File: src/rtl/instr_mem_loader_pkg.sv
// Shared types and constants for the instruction memory loader.
// Word geometry, loader state encoding and the header range check live here.
package instr_loader_pkg;

    localparam int WORD_W         = 22;
    localparam int ADDR_W         = 22;
    localparam int BYTES_PER_WORD = 3;
    localparam int ADDR_SHIFT     = 2;
    localparam int INDEX_W        = 7;
    localparam logic [7:0] MAX_WORDS = 8'd101;

    localparam logic [3:0] S_IDLE  = 4'd0;
    localparam logic [3:0] S_HDR   = 4'd1;
    localparam logic [3:0] S_B0    = 4'd2;
    localparam logic [3:0] S_B1    = 4'd3;
    localparam logic [3:0] S_B2    = 4'd4;
    localparam logic [3:0] S_WRITE = 4'd5;
    localparam logic [3:0] S_CHK   = 4'd6;
    localparam logic [3:0] S_DONE  = 4'd7;
    localparam logic [3:0] S_ERR   = 4'd8;

    typedef enum logic [3:0] {
        ST_IDLE  = S_IDLE,
        ST_HDR   = S_HDR,
        ST_B0    = S_B0,
        ST_B1    = S_B1,
        ST_B2    = S_B2,
        ST_WRITE = S_WRITE,
        ST_CHK   = S_CHK,
        ST_DONE  = S_DONE,
        ST_ERR   = S_ERR
    } loader_state_t;

    function automatic logic count_ok(input logic [7:0] n);
        return (n != 8'd0) && (n <= MAX_WORDS);
    endfunction

    function automatic logic accepts_byte(input loader_state_t s);
        logic r;
        case (s)
            ST_HDR, ST_B0, ST_B1, ST_B2, ST_CHK: r = 1'b1;
            default:                             r = 1'b0;
        endcase
        return r;
    endfunction

endpackage

File: src/rtl/instr_mem_loader_if.sv
// Byte-stream input, instruction RAM write port and status flags of the loader.
interface instr_mem_loader_if;
    import instr_loader_pkg::*;

    logic              start;
    logic              in_valid;
    logic [7:0]        in_data;
    logic              in_ready;
    logic              mem_we;
    logic [ADDR_W-1:0] mem_wa;
    logic [WORD_W-1:0] mem_wd;
    logic              cpu_hold;
    logic              busy;
    logic              done;
    logic              err;

    modport master (
        output start, in_valid, in_data,
        input  in_ready, mem_we, mem_wa, mem_wd, cpu_hold, busy, done, err
    );

    modport slave (
        input  start, in_valid, in_data,
        output in_ready, mem_we, mem_wa, mem_wd, cpu_hold, busy, done, err
    );

endinterface

File: src/rtl/instr_mem_loader_word_assembler.sv
// Collects the three bytes of an instruction word, MSB first, and flags a
// first byte whose unused top bits are set.
module word_assembler
    import instr_loader_pkg::*;
(
    input  logic              clk,
    input  logic              rst_n,
    input  logic              i_clear,
    input  logic              i_load,
    input  logic [7:0]        i_byte,
    output logic              o_bad_top,
    output logic [WORD_W-1:0] o_word
);

    localparam int HI_W  = WORD_W - 8;
    localparam int TOP_W = 8 * BYTES_PER_WORD - WORD_W;

    logic [HI_W-1:0] r_hi;

    // Older bytes shift left; the two top bits of the first byte fall off the end.
    always_ff @(posedge clk or negedge rst_n) begin
        if (!rst_n) begin
            r_hi <= '0;
        end else if (i_clear) begin
            r_hi <= '0;
        end else if (i_load) begin
            r_hi <= {r_hi[HI_W-9:0], i_byte};
        end
    end

    assign o_word    = {r_hi, i_byte};
    assign o_bad_top = |i_byte[7 -: TOP_W];

endmodule

File: src/rtl/instr_mem_loader.sv
// Loads a checksummed program image from a byte stream into instruction RAM,
// holding the processor in reset until the image is complete and verified.
module instr_mem_loader
    import instr_loader_pkg::*;
(
    input  logic               clk,
    input  logic               rst_n,
    instr_mem_loader_if.slave  bus
);

    loader_state_t      r_state, w_state_nxt;
    logic               r_in_ready, r_mem_we, r_cpu_hold, r_busy, r_done, r_err;
    logic [ADDR_W-1:0]  r_mem_wa;
    logic [WORD_W-1:0]  r_mem_wd;
    logic [INDEX_W-1:0] r_index;
    logic [7:0]         r_count, r_csum;
    logic               w_hs, w_start, w_last;
    logic               w_asm_clear, w_asm_load, w_bad_top;
    logic [WORD_W-1:0]  w_word;

    assign w_hs   = r_in_ready & bus.in_valid;
    assign w_last = ({1'b0, r_index} == (r_count - 8'd1));

    word_assembler u_asm (
        .clk       (clk),
        .rst_n     (rst_n),
        .i_clear   (w_asm_clear),
        .i_load    (w_asm_load),
        .i_byte    (bus.in_data),
        .o_bad_top (w_bad_top),
        .o_word    (w_word)
    );

    // Next-state decode and assembler control.
    always_comb begin
        w_state_nxt = r_state;
        w_start     = 1'b0;
        w_asm_clear = 1'b0;
        w_asm_load  = 1'b0;
        case (r_state)
            ST_IDLE, ST_DONE, ST_ERR: begin
                if (bus.start) begin
                    w_start     = 1'b1;
                    w_asm_clear = 1'b1;
                    w_state_nxt = ST_HDR;
                end else begin
                    w_state_nxt = r_state;
                end
            end
            ST_HDR: begin
                if (w_hs) begin
                    w_state_nxt = count_ok(bus.in_data) ? ST_B0 : ST_ERR;
                end else begin
                    w_state_nxt = r_state;
                end
            end
            ST_B0: begin
                if (w_hs) begin
                    w_asm_load  = 1'b1;
                    w_state_nxt = w_bad_top ? ST_ERR : ST_B1;
                end else begin
                    w_state_nxt = r_state;
                end
            end
            ST_B1: begin
                if (w_hs) begin
                    w_asm_load  = 1'b1;
                    w_state_nxt = ST_B2;
                end else begin
                    w_state_nxt = r_state;
                end
            end
            ST_B2: begin
                if (w_hs) begin
                    w_asm_load  = 1'b1;
                    w_state_nxt = ST_WRITE;
                end else begin
                    w_state_nxt = r_state;
                end
            end
            ST_WRITE: w_state_nxt = w_last ? ST_CHK : ST_B0;
            ST_CHK: begin
                if (w_hs) begin
                    w_state_nxt = (bus.in_data == r_csum) ? ST_DONE : ST_ERR;
                end else begin
                    w_state_nxt = r_state;
                end
            end
            default: w_state_nxt = ST_IDLE;
        endcase
    end

    // State, datapath and registered outputs; flags derive from the next state.
    always_ff @(posedge clk or negedge rst_n) begin
        if (!rst_n) begin
            r_state    <= ST_IDLE;
            r_in_ready <= 1'b0;
            r_mem_we   <= 1'b0;
            r_mem_wa   <= '0;
            r_mem_wd   <= '0;
            r_cpu_hold <= 1'b0;
            r_busy     <= 1'b0;
            r_done     <= 1'b0;
            r_err      <= 1'b0;
            r_index    <= '0;
            r_count    <= 8'd0;
            r_csum     <= 8'd0;
        end else begin
            r_state    <= w_state_nxt;
            r_in_ready <= accepts_byte(w_state_nxt);
            r_mem_we   <= (w_state_nxt == ST_WRITE);
            if (w_start) begin
                r_done     <= 1'b0;
                r_err      <= 1'b0;
                r_busy     <= 1'b1;
                r_cpu_hold <= 1'b1;
                r_index    <= '0;
                r_csum     <= 8'd0;
            end else begin
                // The checksum byte itself is compared, never accumulated.
                if (w_hs && (r_state != ST_CHK)) begin
                    r_csum <= r_csum ^ bus.in_data;
                end
                if (w_hs && (r_state == ST_HDR)) begin
                    r_count <= bus.in_data;
                end
                if (w_hs && (r_state == ST_B2)) begin
                    r_mem_wa <= {{(ADDR_W-INDEX_W-ADDR_SHIFT){1'b0}}, r_index, {ADDR_SHIFT{1'b0}}};
                    r_mem_wd <= w_word;
                end
                if ((r_state == ST_WRITE) && !w_last) begin
                    r_index <= r_index + 7'd1;
                end
                if ((w_state_nxt == ST_DONE) && (r_state != ST_DONE)) begin
                    r_done     <= 1'b1;
                    r_busy     <= 1'b0;
                    r_cpu_hold <= 1'b0;
                end
                if ((w_state_nxt == ST_ERR) && (r_state != ST_ERR)) begin
                    r_err  <= 1'b1;
                    r_busy <= 1'b0;
                end
            end
        end
    end

    assign bus.in_ready = r_in_ready;
    assign bus.mem_we   = r_mem_we;
    assign bus.mem_wa   = r_mem_wa;
    assign bus.mem_wd   = r_mem_wd;
    assign bus.cpu_hold = r_cpu_hold;
    assign bus.busy     = r_busy;
    assign bus.done     = r_done;
    assign bus.err      = r_err;

endmodule

File: src/flat_wrapper.sv
// flat-port wrapper written by rule: the top's interface ports become plain ports
module instr_mem_loader_flat import instr_loader_pkg::*;
  (clk, rst_n, bus_start, bus_in_valid, bus_in_data, bus_in_ready, bus_mem_we, bus_mem_wa, bus_mem_wd, bus_cpu_hold, bus_busy, bus_done, bus_err);
  instr_mem_loader_if bus_i ();
  input  logic clk;
  input  logic rst_n;
  input wire logic [$bits(bus_i.start)-1:0] bus_start;
  input wire logic [$bits(bus_i.in_valid)-1:0] bus_in_valid;
  input wire logic [$bits(bus_i.in_data)-1:0] bus_in_data;
  output wire logic [$bits(bus_i.in_ready)-1:0] bus_in_ready;
  output wire logic [$bits(bus_i.mem_we)-1:0] bus_mem_we;
  output wire logic [$bits(bus_i.mem_wa)-1:0] bus_mem_wa;
  output wire logic [$bits(bus_i.mem_wd)-1:0] bus_mem_wd;
  output wire logic [$bits(bus_i.cpu_hold)-1:0] bus_cpu_hold;
  output wire logic [$bits(bus_i.busy)-1:0] bus_busy;
  output wire logic [$bits(bus_i.done)-1:0] bus_done;
  output wire logic [$bits(bus_i.err)-1:0] bus_err;
  assign bus_i.start = bus_start;
  assign bus_i.in_valid = bus_in_valid;
  assign bus_i.in_data = bus_in_data;
  assign bus_in_ready = bus_i.in_ready;
  assign bus_mem_we = bus_i.mem_we;
  assign bus_mem_wa = bus_i.mem_wa;
  assign bus_mem_wd = bus_i.mem_wd;
  assign bus_cpu_hold = bus_i.cpu_hold;
  assign bus_busy = bus_i.busy;
  assign bus_done = bus_i.done;
  assign bus_err = bus_i.err;
  instr_mem_loader u_core (.clk(clk), .rst_n(rst_n), .bus(bus_i));
endmodule
File: config.mk
export PLATFORM = sky130hd
export DESIGN_NAME = instr_mem_loader_flat
export DESIGN_NICKNAME = d
export VERILOG_FILES = /design/src/rtl/instr_mem_loader_pkg.sv /design/src/rtl/instr_mem_loader_if.sv /design/src/rtl/instr_mem_loader_word_assembler.sv /design/src/rtl/instr_mem_loader.sv /design/src/flat_wrapper.sv
export SDC_FILE = /design/constraint.sdc
export NUM_CORES = 1
export LEC_CHECK = 0
export ABC_CLOCK_PERIOD_IN_PS = 2100
export CAP_MARGIN = 15
export CORE_ASPECT_RATIO = 1.75
export CORE_MARGIN = 1
export CORE_UTILIZATION = 56
export CTS_BUF_LIST = sky130_fd_sc_hd__clkbuf_2 sky130_fd_sc_hd__clkbuf_4 sky130_fd_sc_hd__clkbuf_8
export DETAILED_ROUTE_END_ITERATION = 6
export GPL_TIMING_DRIVEN = 0
export HOLD_SLACK_MARGIN = 0.12
export PLACE_DENSITY = 0.93
export SLEW_MARGIN = 20
export SYNTH_ARGS = -nofsm -noshare
export SYNTH_HDL_FRONTEND = slang
export SYNTH_SLANG_ARGS = --single-unit
File: constraint.sdc
create_clock -name clk -period 2.1 [get_ports clk]
set_clock_uncertainty 0.1 [all_clocks]
set_input_delay 0.525 -clock clk [delete_from_list [all_inputs] [get_ports clk]]
set_output_delay 0.525 -clock clk [all_outputs]
set_load 0.005 [all_outputs]
==> run metrics <==
# rows=39; Netlist Area Pre-Place=a little under 4000 sq um; PwrDens=around 1300 nW/um^2; top_reg_cell synth=dfrtp_1; TritonCTS clock tree=built; Core Area=around 6600 sq um; Post-synth EDFFs=0; max_slew headroom=a little over three fifths; largest net degree at the start of global routing=40; via density per instance=approximately 5.6; fin crit share=103.4%; PnR Total Power=~6.4 mW; IO Port Bufs=39; Longest Clk Path Bufs=2; Syn Area/Cell=between 9 and 10 sq um; clock sinks=76; largest cells by area after synthesis=dfrtp_1 49%, nand2_1 14%, xor2_1 4.0%; Yosys reg bits=76; full die area=7327 sq um; WHS Path Cells=2; status=complete, but fails checks; crit start category=register; final core utilization=approximately three quarters; DRT Pass-1 Iters=6; sequential fraction of the synthesis area=about half; synth warn=0; chip height=112.5 um; Critical Path RT=between 2 and 2.5 ns; Initial Util=~59%; share of cells above drive strength 1=22.16%; violated checks=negative setup slack; First DRT Iteration DRCs=between 300 and 400; TritonCTS buffer count=9; final setup fails=3; CP Max Fanout=5; WS Path Type=reg -> reg; Finished Layout Cells=between 500 and 600; GR Overflow Total=0; Crit. End Element=register; most numerous cell in the Yosys netlist=nand2_1; number of global-route vias before repair=3,292; Clock transition at path regs=~0.08 ns; post-route ant nets=0; ant diodes=0; Netlist cell types=57; share of the synthesized area in the top cell type=just under 50%; Hold WS=0.3734 ns; post-synthesis cell count=429; Max Cap Viol=0; Total GRT Usage=between 20% and 30%; final slew viol count=0; Placer Congestion=0.8893; Final Critical Period=~2.2 ns; Post-synth ARST share=100.0%; H-tree depth=3; VDD IR max=about 750 uV; antenna violations before repair=0; Worst-Skew Late Latency=approximately 0.36 ns; Yosys top cell by area=dfrtp_1; Clk Tree Root Cell=clkbuf_8; Leak=around 2.5 nW; dpl cells=565; Final Hold Viols=0; CP arrival=approximately 2.4 ns; DR WL/cell=around 17 um; global-route wire length before repair=15,430 um; synth cell count leaders=144 x nand2_1, 76 x dfrtp_1, 23 x nor2_1, 22 x o21ai_0, 18 x xor2_1; Routed WL=9794 um; io pins=slightly above 60; r2r worst-path depth=8; Fill cells=468; hpwl dp=roughly 6500 um; Setup WS post-layout=-0.07192 ns; die width=65.14 um; FF/Latch Area=roughly 1900 sq um; Slew @ Worst Pin=about 0.56 ns; DRC viols=0; area grow syn2layout=27.45%; unrepaired setup endpoints after global routing=true; Tightest Hold Check Type=reg -> reg; routed vias=~3,300; Layout Nets=roughly 520; Multi-input gate area=~1900 sq um; Fmax=460.4 MHz
==> layer usage <==
layer  GRT usage [%]  part of all wire, %
met1           30.02                   35
met2           48.96                   57
met3           5.589                  3.7
met4           16.81                  3.8
met5               0                    0
==> layout make-up <==
class                      count  share of cell area (%)
multi-input combinational    318                   38.85
inverter                       8                  0.6032
timing repair buffer          52                   10.23
clock inverter                 5                   2.161
tap                           82                   2.061
buffer                        40                   4.926
clock buffer                  11                   2.915
sequential                    76                   38.25
==> registers in the layout (all words and copies together) (netlist names) <==
| name | cells |
|---|---|
| u_core.bus.mem_wd | 22 |
| u_core.u_asm.r_hi | 14 |
| u_core.r_count | 8 |
| u_core.r_csum | 8 |
| u_core.bus.mem_wa | 7 |
| u_core.r_index | 7 |
| u_core.r_state | 4 |
| u_core.bus.busy | 1 |
| u_core.bus.cpu_hold | 1 |
| u_core.bus.done | 1 |
| u_core.bus.err | 1 |
| u_core.bus.in_ready | 1 |
| u_core.bus.mem_we | 1 |
==> cell families after synthesis <==
kind of cell               synth area share (%)
xor gates and xnor gates                  5.573
adders and majority gates                0.6405
DFF                                       48.69
other                                   0.09600
AOI/OAI and AO/OA                         10.54
muxes                                     4.613
and+or+nand+nor                           23.03
buffers and inverters                     6.823
==> power by group <==
group	leakage (nW)	switching (mW)	internal, mW	total (mW)
clock network	0.128	0.551	0.841	1.39
registers	0.996	0.397	1.92	2.32
logic	1.33	1.38	1.26	2.64
==> critical path, cell delays in order, from the launching register on <==
cell     delay (ns)
dfrtp_1        0.41
inv_1          0.14
ha_4           0.23
xnor2_2        0.13
nor3_2         0.24
nand4_4        0.15
buf_12         0.16
o31ai_4        0.31
mux2i_1        0.23
==> worst paths after layout <==
kind / startpoint / end / slack (ns)
worst max-delay path: u_core.r_count[1]$_DFFE_PN0P_ / u_core.bus.in_ready$_DFF_PN0_ / -0.07
worst min-delay path: u_core.u_asm.r_hi[6]$_DFFE_PN0P_ / u_core.bus.mem_wd[14]$_DFFE_PN0P_ / 0.37
worst max register to register: u_core.r_count[1]$_DFFE_PN0P_ / u_core.bus.in_ready$_DFF_PN0_ / -0.07
worst min register to register: u_core.u_asm.r_hi[6]$_DFFE_PN0P_ / u_core.bus.mem_wd[14]$_DFFE_PN0P_ / 0.37
max in group asynchronous: rst_n / u_core.bus.mem_wd[18]$_DFFE_PN0P_ / 0.75
min in group asynchronous: rst_n / u_core.r_state[3]$_DFF_PN0_ / 0.57
==> per-stage QoR <==
step	setup slack [ns]	setup TNS, ns	instance area [sq um]
final	-0.07192	-0.09215	4979
after global routing	-0.1344	-0.6168	4979
after CTS	-0.04282	-0.2707	4790
after detailed placement	-0.6622	-21.86	4469
after global placement	-2.097	-178.61	4452
after floorplan	0.04978	0	3959
==> what timing repair did <==
action,CTS,global route
setup buffers,5,6
endpoints found under the setup margin,33,64
hold buffers,1,0
pin swaps,6,10
resized for setup,10,40
gates cloned,0,0
endpoints found under the hold margin,37,0
==> cell usage in the layout, fill, tap and decap left out, types with 3 or more instances in the layout <==
master	count
buf_4	26
conb_1	15
clkbuf_2	13
nor3_4	3
nor2_1	22
clkdlybuf4s50_1	35
a21oi_1	4
inv_1	7
xor2_1	18
a211o_1	3
xnor2_2	3
xnor2_1	3
dfrtp_1	74
nor2b_1	3
nor3_1	4
o21ai_0	21
clkbuf_8	10
a21oi_2	3
mux2i_1	9
nand2_1	142
buf_2	10
bufinv_16	3
nand2b_1	3
mux2_2	8
nand3_1	6
(Power assumes the default switching activity.)
